--- src/rtl/instr_fetch.sv ---
// Instruction fetch stage: captures the PC, runs a handshaked read to instruction
// memory and buffers returned words in a 2-entry FIFO toward the decoder.
//
// state | meaning
// IDLE  | waiting for fetch_en and a free queue slot
// REQ   | read outstanding, word is pushed on ack
// STEP  | one settle cycle so the PC reflects the pc_inc pulse
// DRAIN | read outstanding after a flush, returned word is dropped
module instr_fetch #(
    parameter int WORD_SIZE = 16
) (
    input  logic                 clk,
    input  logic                 rst,
    input  logic                 fetch_en,
    input  logic [WORD_SIZE-1:0] pc_in,
    output logic                 pc_inc,
    input  logic                 flush,
    output logic                 mem_req,
    output logic [WORD_SIZE-1:0] mem_addr,
    input  logic                 mem_ack,
    input  logic [WORD_SIZE-1:0] mem_rdata,
    output logic                 ir_valid,
    output logic [WORD_SIZE-1:0] ir_data,
    output logic [WORD_SIZE-1:0] ir_pc,
    input  logic                 ir_ready
);

    typedef enum logic [1:0] {IDLE, REQ, STEP, DRAIN} state_t;

    state_t               state_q;
    logic                 mem_req_q;
    logic [WORD_SIZE-1:0] mem_addr_q;
    logic                 pc_inc_q;

    logic [1:0]           count_q, count_d;
    logic [WORD_SIZE-1:0] head_data_q, head_data_d;
    logic [WORD_SIZE-1:0] head_pc_q, head_pc_d;
    logic [WORD_SIZE-1:0] tail_data_q, tail_data_d;
    logic [WORD_SIZE-1:0] tail_pc_q, tail_pc_d;

    logic push;
    logic pop;

    assign push = (state_q == REQ) && mem_ack && !flush;
    assign pop  = (count_q != 2'd0) && ir_ready;

    always_comb begin
        count_d     = count_q;
        head_data_d = head_data_q;
        head_pc_d   = head_pc_q;
        tail_data_d = tail_data_q;
        tail_pc_d   = tail_pc_q;
        if (flush) begin
            count_d = 2'd0;
        end else begin
            case ({push, pop})
                2'b10: begin
                    if (count_q == 2'd0) begin
                        head_data_d = mem_rdata;
                        head_pc_d   = mem_addr_q;
                    end else begin
                        tail_data_d = mem_rdata;
                        tail_pc_d   = mem_addr_q;
                    end
                    count_d = count_q + 2'd1;
                end
                2'b01: begin
                    head_data_d = tail_data_q;
                    head_pc_d   = tail_pc_q;
                    count_d     = count_q - 2'd1;
                end
                2'b11: begin
                    // Count holds; the incoming word lands behind whatever remains.
                    if (count_q == 2'd1) begin
                        head_data_d = mem_rdata;
                        head_pc_d   = mem_addr_q;
                    end else begin
                        head_data_d = tail_data_q;
                        head_pc_d   = tail_pc_q;
                        tail_data_d = mem_rdata;
                        tail_pc_d   = mem_addr_q;
                    end
                end
                default: ;
            endcase
        end
    end

    always_ff @(posedge clk) begin
        if (rst) begin
            state_q     <= IDLE;
            mem_req_q   <= 1'b0;
            mem_addr_q  <= '0;
            pc_inc_q    <= 1'b0;
            count_q     <= 2'd0;
            head_data_q <= '0;
            head_pc_q   <= '0;
            tail_data_q <= '0;
            tail_pc_q   <= '0;
        end else begin
            count_q     <= count_d;
            head_data_q <= head_data_d;
            head_pc_q   <= head_pc_d;
            tail_data_q <= tail_data_d;
            tail_pc_q   <= tail_pc_d;
            pc_inc_q    <= 1'b0;
            case (state_q)
                IDLE: begin
                    // An outstanding read reserves its slot, so a push never finds the queue full.
                    if (fetch_en && !flush && (count_q < 2'd2)) begin
                        state_q    <= REQ;
                        mem_req_q  <= 1'b1;
                        mem_addr_q <= pc_in;
                    end
                end
                REQ: begin
                    if (mem_ack) begin
                        mem_req_q <= 1'b0;
                        if (flush) begin
                            state_q <= IDLE;
                        end else begin
                            pc_inc_q <= 1'b1;
                            state_q  <= STEP;
                        end
                    end else if (flush) begin
                        state_q <= DRAIN;
                    end
                end
                STEP: begin
                    state_q <= IDLE;
                end
                DRAIN: begin
                    if (mem_ack) begin
                        mem_req_q <= 1'b0;
                        state_q   <= IDLE;
                    end
                end
                default: begin
                    state_q <= IDLE;
                end
            endcase
        end
    end

    assign mem_req  = mem_req_q;
    assign mem_addr = mem_addr_q;
    assign pc_inc   = pc_inc_q;
    assign ir_valid = (count_q != 2'd0);
    assign ir_data  = head_data_q;
    assign ir_pc    = head_pc_q;

endmodule

--- config.mk ---
export PLATFORM = sky130hd
export DESIGN_NAME = instr_fetch
export DESIGN_NICKNAME = d
export VERILOG_FILES = /design/src/rtl/instr_fetch.sv
export SDC_FILE = /design/constraint.sdc
export NUM_CORES = 1
export LEC_CHECK = 0
export CAP_MARGIN = 20
export CORE_MARGIN = 5
export CORE_UTILIZATION = 51
export DETAILED_ROUTE_END_ITERATION = 10
export GPL_TIMING_DRIVEN = 1
export PLACE_DENSITY = 0.79
export REMOVE_ABC_BUFFERS = 1
export SETUP_SLACK_MARGIN = 0.4
export SLEW_MARGIN = 15
export SYNTH_ARGS = -nofsm -noshare
export SYNTH_HDL_FRONTEND = slang
export SYNTH_SLANG_ARGS = --single-unit
--- constraint.sdc ---
create_clock -name clk -period 2.6 [get_ports clk]
set_input_delay 0.52 -clock clk [delete_from_list [all_inputs] [get_ports clk]]
set_output_delay 0.52 -clock clk [all_outputs]
set_load 0.02 [all_outputs]
## Word level (Yosys, flattened, before mapping)

Cells that the tools add are included.

- Logic and storage cells: 73
- Register bits: 86
- Output and inout port bits: 51
- Input bits: 38

- Magnitude comparators: 1
- Equal/unequal tests: 14
- Add/subtract/negate cells: 2
- Reductions and logical operators: 21
- Mux-type cells: 23
- Bitwise operators: 3

Operators with widths:

| kind | count |
|---|---|
| 16-bit 2-to-1 mux | 8 |
| 16-bit one-hot mux with 3 select lines | 2 |
| 16-bit one-hot mux with 2 select lines | 2 |
| 2-bit 2-to-1 mux | 5 |
| 2-bit inequality test, second input constant | 5 |
| 3-bit AND reduction | 3 |
| 2-bit == test, second input constant | 4 |
| 2-bit one-hot mux with 4 select lines | 1 |
| 2-bit nonzero test | 4 |
| 2-bit by 1-bit == test with 1-bit output, second input constant | 3 |
| 1-bit logical AND | 5 |
| 2-bit logical NOT | 2 |
| 2-bit one-hot mux with 2 select lines | 1 |
| 4-bit AND reduction | 1 |
| 2-bit OR reduction | 2 |
| 1-bit 2-to-1 mux | 3 |
| 3-bit inequality test, second input constant | 1 |
| 1-bit inverter | 3 |
| 3-bit nonzero test | 1 |
| 3-bit OR reduction | 1 |
| 2-bit by 1-bit adder with 2-bit output, second input constant | 1 |
| 2-bit < comparator, second input constant | 1 |
| 2-bit by 1-bit inequality test with 1-bit output, second input constant | 1 |
| 1-bit one-hot mux with 2 select lines | 1 |
| 3 further kinds | 3 |

## Depth between registers and ports, before layout

- Depth in word-level cells: 6
- Mapped depth: 11

## Worst setup path before layout

OpenSTA, ideal clock, no wires.

- Kind: register to register
- Start: register count_q[1]
- End: register head_data_q[10] (netlist: ir_data[10])
- Data arrival time: 2.167 ns
- Cell stages (with the launch flop): 12
- Library setup time: 0.091 ns
- Clock period less this slack: 2.257 ns
- Path buffers: 3
- Path slack: 0.343 ns
- Cell sequence: dfxtp_1 inv_1 ha_1 nand2b_4 inv_1 buf_2 ha_1 and2_1 buf_4 clkbuf_1 o21ai_0 a311oi_1

- Cells in the longest elaborated chain, start to end: 5

RTL lines:

| item | line | RTL |
|---|---|---|
| start, declared | 35 | `logic [1:0] count_q, count_d;` |
| start signal, assigned | 101 | `count_q <= count_d;` |
| 2-bit nonzero test | 45 | `assign pop = (count_q != 2'd0) && ir_ready;` |
| 1-bit logical AND | 45 |  |
| 2-bit == test / 2-bit by 1-bit == test with 1-bit output (equally long branches) | 56 | `case ({push, pop})` |
| 2-bit inequality test (no source line) / 3-bit nonzero test (equally long branches) | n/a |  |
| 3-bit AND reduction (no source line) | n/a |  |
| end signal, assigned | 102 | `head_data_q <= head_data_d;` |
| end, declared | 36 | `logic [WORD_SIZE-1:0] head_data_q, head_data_d;` |

Several ways; a longest one is shown, not always the timed one.
A chain may end at the register's enable or synchronous reset.

## Worst setup path in the final report

- Start: register count_q[1]
- End: register tail_pc_q[1]

- Cells in the longest elaborated chain, start to end: 5

RTL lines:

| item | line | RTL |
|---|---|---|
| 2-bit nonzero test | 45 |  |
| 1-bit logical AND | 45 |  |
| 2-bit == test | 56 |  |
| 2-bit inequality test (no source line) / 2-bit nonzero test (equally long branches) | n/a |  |
| 4-bit AND reduction (no source line) | n/a |  |
| end signal, assigned | 105 | `tail_pc_q <= tail_pc_d;` |
| end, declared | 39 | `logic [WORD_SIZE-1:0] tail_pc_q, tail_pc_d;` |

Several ways; a longest one is shown, not always the timed one.

==> metrics.sh <==
RUN_STATUS='complete, no violations'
POSTSYNTHCELLCOUNT=463
GRT_MAX_DEGREE=87
ROUTED_WIRE_LENGTH_PER_INSTANCE_UM=19.39
DRC_ERRORS=0
DPL.HPWL_UM=7746
CTS_MAX_PATH_BUFFERS=2
GRT_BUSIEST_LAYER='met2'
GRT_PASS1_WL_UM=19600
WORST-ENDPOINT-REQUIRED_NS=2.87
IR_WORST_VDD_V=0.0003152
WORST-SLEW-PIN-TRANSITION_NS=0.6277
TOP_LEVEL_PORTS=89
GRT_ANTENNA_BEFORE_REPAIR=0
DRIVE_ABOVE_1_SHARE_PCT=14.79
COUNT_OF_CELLS_ALONG_THE_WORST_REGISTER_TO_REGISTER_PATH=10
LEAKAGEPOWER_nW=1.664
FIN_CRIT_SH_PCT=83.47
GRT.TOTAL_USAGE_PCT=23.96
VIA_COUNT_OF_THE_FIRST_GLOBAL_ROUTING_PASS=4091
SYNTH_AREA_PER_CELL_UM2=8.675
WORSTPATHCELLLIST='inv_1, ha_2, nand2b_4, inv_1, ha_2, buf_4, a21oi_2, buf_6, o211ai_1, a21oi_1'
FINISH.UTILIZATION_PCT=70.95
PATH_MAX_FANOUT=12
TRITONCTS_NUM_SINKS=86
WORST_SETUP_END_KIND='register'
FP.DIEH_UM=98.74
POST_SYNTH_INSTANCE_AREA_MM2=0.004016
GLOBAL_ROUTE.USAGE.MET2_PCT=40.24
DESIGN.DIE.AREA_MM2=0.009750
CPMAXSTAGEDELAYCELL='sky130_fd_sc_hd__dfxtp_2'
CTS-ROOT-BUF='sky130_fd_sc_hd__clkbuf_8'
SETUP.WORST_PATH.START_CLASS='register'
ROW_COUNT=32
ROUTE.VIAS.TOTAL=4201
FIN_NETS=580
POST_LAYOUT_NONFILLER_INSTANCES=643
ROUTED_WL_UM=12470
YS_SEQ_ELEMENTS=86
FP.COREAREA_MM2=0.007687
CTS-HTREE-LEVELS=3
DPL_CELL_AREA_MM2=0.005090
HP-CLASS='reg2reg'
CRITICAL_PATH.N_BUFFERS_INVERTERS=4
MAX_FREQ_MHz=460.8
VIAS_PER_CELL=6.533
CTS-HOLD-FIX-BUFFERS=0
CLKLATENCYLATEPIN_NS=0.35
TIMING.SETUP.CRITICAL_PATH_CLASS='reg2reg'
CRIT_PATH_LEADING_DELAY_FAMILY='compound AO/OA/AOI/OAI gates'
CTS_MADE_BUFFERS=9
REPORT.FINAL.SETUP_VIOL=0
GLOBALROUTEMET1UTIL_PCT=31.22
ANT_NETS=0
MAX_CAP_VIOLATIONS=0
LAYOUT_MIN_CYCLE_TIME_NS=2.170
INITIAL_UTILIZATION_PCT=52.25
UNREPAIRED_SETUP_ENDPOINTS_AFTER_GLOBAL_ROUTING='yes'
ROUTABILITYCONGESTION=0.8355
DIODES=0
PORTBUFFERS=88
PLACE.DETAILED.INSTANCES=622
USE_MET3_PCT=4.176
AREA_DELTA_SYNTH_FINAL_PCT=35.79
YS_SEQ_AREA_SHARE_PCT=42.87
CLOCK-SKEW-FINAL_NS=0.01145
TRITONCTS='done'
YS_WARN_COUNT=0
COUNT_OF_PINS_OVER_THEIR_SLEW_LIMIT=0
SYNTH_CELL_TYPE_COUNT=31
FINAL.HOLD.WORST_SLACK_NS=0.4741
CP_SLOWEST_STAGE_DELAY_NS=0.35
DRT_FIRST_ITER_VIOLATIONS=369
SLEW-LIMIT-HEADROOM_PCT=58.15
DIE_WIDTH_UM=98.74
PWR_DENSITY_CELL_mW_PER_MM2=469.5
FINAL_AREA_MM2=0.005454
CLK_TRANSITION_REPORTED_PATHS_NS=0.09
OVERFLOW=0
DRT-PASS1-ITER-COUNT=5
FIN_HOLD_VIOLS=0
HOLD_DEPTH=2
ARRIVAL_NS=2.44
WORST-PATH-STAGES=10
[cells in the mapped netlist]
cell	count	area (um2)
sky130_fd_sc_hd__nand2_1	3	11.26
sky130_fd_sc_hd__nor3_2	1	10.01
sky130_fd_sc_hd__a21o_1	1	7.510
sky130_fd_sc_hd__or4_1	1	7.510
sky130_fd_sc_hd__nor4_4	1	21.27
sky130_fd_sc_hd__o21ai_2	1	8.760
sky130_fd_sc_hd__nand2b_4	1	13.76
sky130_fd_sc_hd__and2_1	1	6.260
sky130_fd_sc_hd__nor3_1	1	5.000
sky130_fd_sc_hd__ha_1	6	75.07
sky130_fd_sc_hd__o31ai_1	32	240.2
sky130_fd_sc_hd__a311oi_1	32	280.3
sky130_fd_sc_hd__buf_4	1	7.510
sky130_fd_sc_hd__buf_6	1	11.26
sky130_fd_sc_hd__a2111oi_0	1	8.760
sky130_fd_sc_hd__o21ai_1	9	45.04
sky130_fd_sc_hd__nand3_1	17	85.08
sky130_fd_sc_hd__inv_1	6	22.52
sky130_fd_sc_hd__nand2b_1	2	12.51
sky130_fd_sc_hd__nor3b_1	1	7.510
sky130_fd_sc_hd__a21oi_1	83	415.4
sky130_fd_sc_hd__o21ai_0	38	190.2
sky130_fd_sc_hd__nor2b_1	3	18.77
sky130_fd_sc_hd__clkbuf_1	41	153.9
sky130_fd_sc_hd__buf_2	20	100.1
sky130_fd_sc_hd__nor2_1	5	18.77
sky130_fd_sc_hd__o211ai_1	64	480.5
sky130_fd_sc_hd__xor2_1	1	8.760
sky130_fd_sc_hd__buf_1	1	3.750
sky130_fd_sc_hd__xnor2_1	2	17.52
sky130_fd_sc_hd__dfxtp_1	86	1722
[repair_timing]
action,CTS,global route
gates cloned,0,2
gates resized for setup,5,30
pin swaps,0,3
endpoints found under the setup margin,57,64
setup buffers,0,3
[metal layers]
layer / wire length, um / part of all wire, %
met1: 5231 / 42
met3: 972 / 7.8
met2: 6022 / 48
met5: 0 / 0
met4: 244 / 2.0
[report_power, final]
| part | internal, mW | leakage [nW] | switching [mW] |
|---|---|---|---|
| sequential | 1.35 | 0.696 | 0.0255 |
| clock | 0.348 | 0.0816 | 0.499 |
| combinational | 0.156 | 0.887 | 0.186 |
[kinds of logic after synthesis]
family / synth area share [%]
xor+xnor: 0.6543
flops: 42.87
buf+inv: 7.446
simple gates: 5.421
compound gates: 41.74
fa+ha+maj: 1.869
[sequential cells by signal, summed over array words and instances (netlist names)]
name,count
ir_data,16
ir_pc,16
mem_addr,16
tail_data_q,16
tail_pc_q,16
count_q,2
state_q,2
mem_req,1
pc_inc,1
[worst register-to-register path: stages (launching register included)]
cell                       delay [ns]
sky130_fd_sc_hd__dfxtp_2         0.35
sky130_fd_sc_hd__inv_1           0.08
sky130_fd_sc_hd__ha_2            0.26
sky130_fd_sc_hd__nand2b_4        0.19
sky130_fd_sc_hd__inv_1           0.09
sky130_fd_sc_hd__ha_2            0.20
sky130_fd_sc_hd__buf_4           0.15
sky130_fd_sc_hd__a21oi_2         0.23
sky130_fd_sc_hd__buf_6           0.20
sky130_fd_sc_hd__o211ai_1        0.16
sky130_fd_sc_hd__a21oi_1         0.18
[path summary, 6_finish.rpt]
kind | slack [ns] | start | end
hold reg to reg | 0.47 | mem_req$_SDFFE_PP0P_ | mem_req$_SDFFE_PP0P_
setup reg to reg | 0.43 | count_q[1]$_SDFFE_PP0P_ | tail_pc_q[1]$_SDFFE_PP0P_
setup / recovery | 0.43 | count_q[1]$_SDFFE_PP0P_ | tail_pc_q[1]$_SDFFE_PP0P_
hold / removal | 0.47 | mem_req$_SDFFE_PP0P_ | mem_req$_SDFFE_PP0P_
[metrics by stage]
stage | setup slack, ns | setup TNS [ns] | power, mW
finish | 0.4297 | 0 | 2.560
floorplan | -0.7887 | -46.81 | 1.524
global placement | 0.1369 | 0 | 1.723
detailed placement | 0.05176 | 0 | 1.729
global route | 0.3160 | 0 | 2.650
CTS | 0.4026 | 0 | 2.554
[layout make-up]
class	instances	area, um2
clock buffers	9	123.9
fillers	574	2233
flip-flops and latches	86	1723
well taps	102	127.6
inverters	6	22.52
multi-input cells	307	2108
repair buffers	126	1299
clock inverters	7	50.05
[cells in the final DEF, fill, tap and decap left out, drive strengths merged, types with 3 or more instances in the layout]
cell,instances
clkdlybuf4s50,86
dfxtp,86
a21oi,83
o211ai,64
o21ai,48
buf,38
a311oi,32
o31ai,32
nand3,17
clkbuf,10
inv,7
ha,6
nor2,5
nor2b,3
nand2,3
clkinvlp,3
nand2b,3
clkinv,3
No activity file was read; power rests on OpenSTA's default activity.
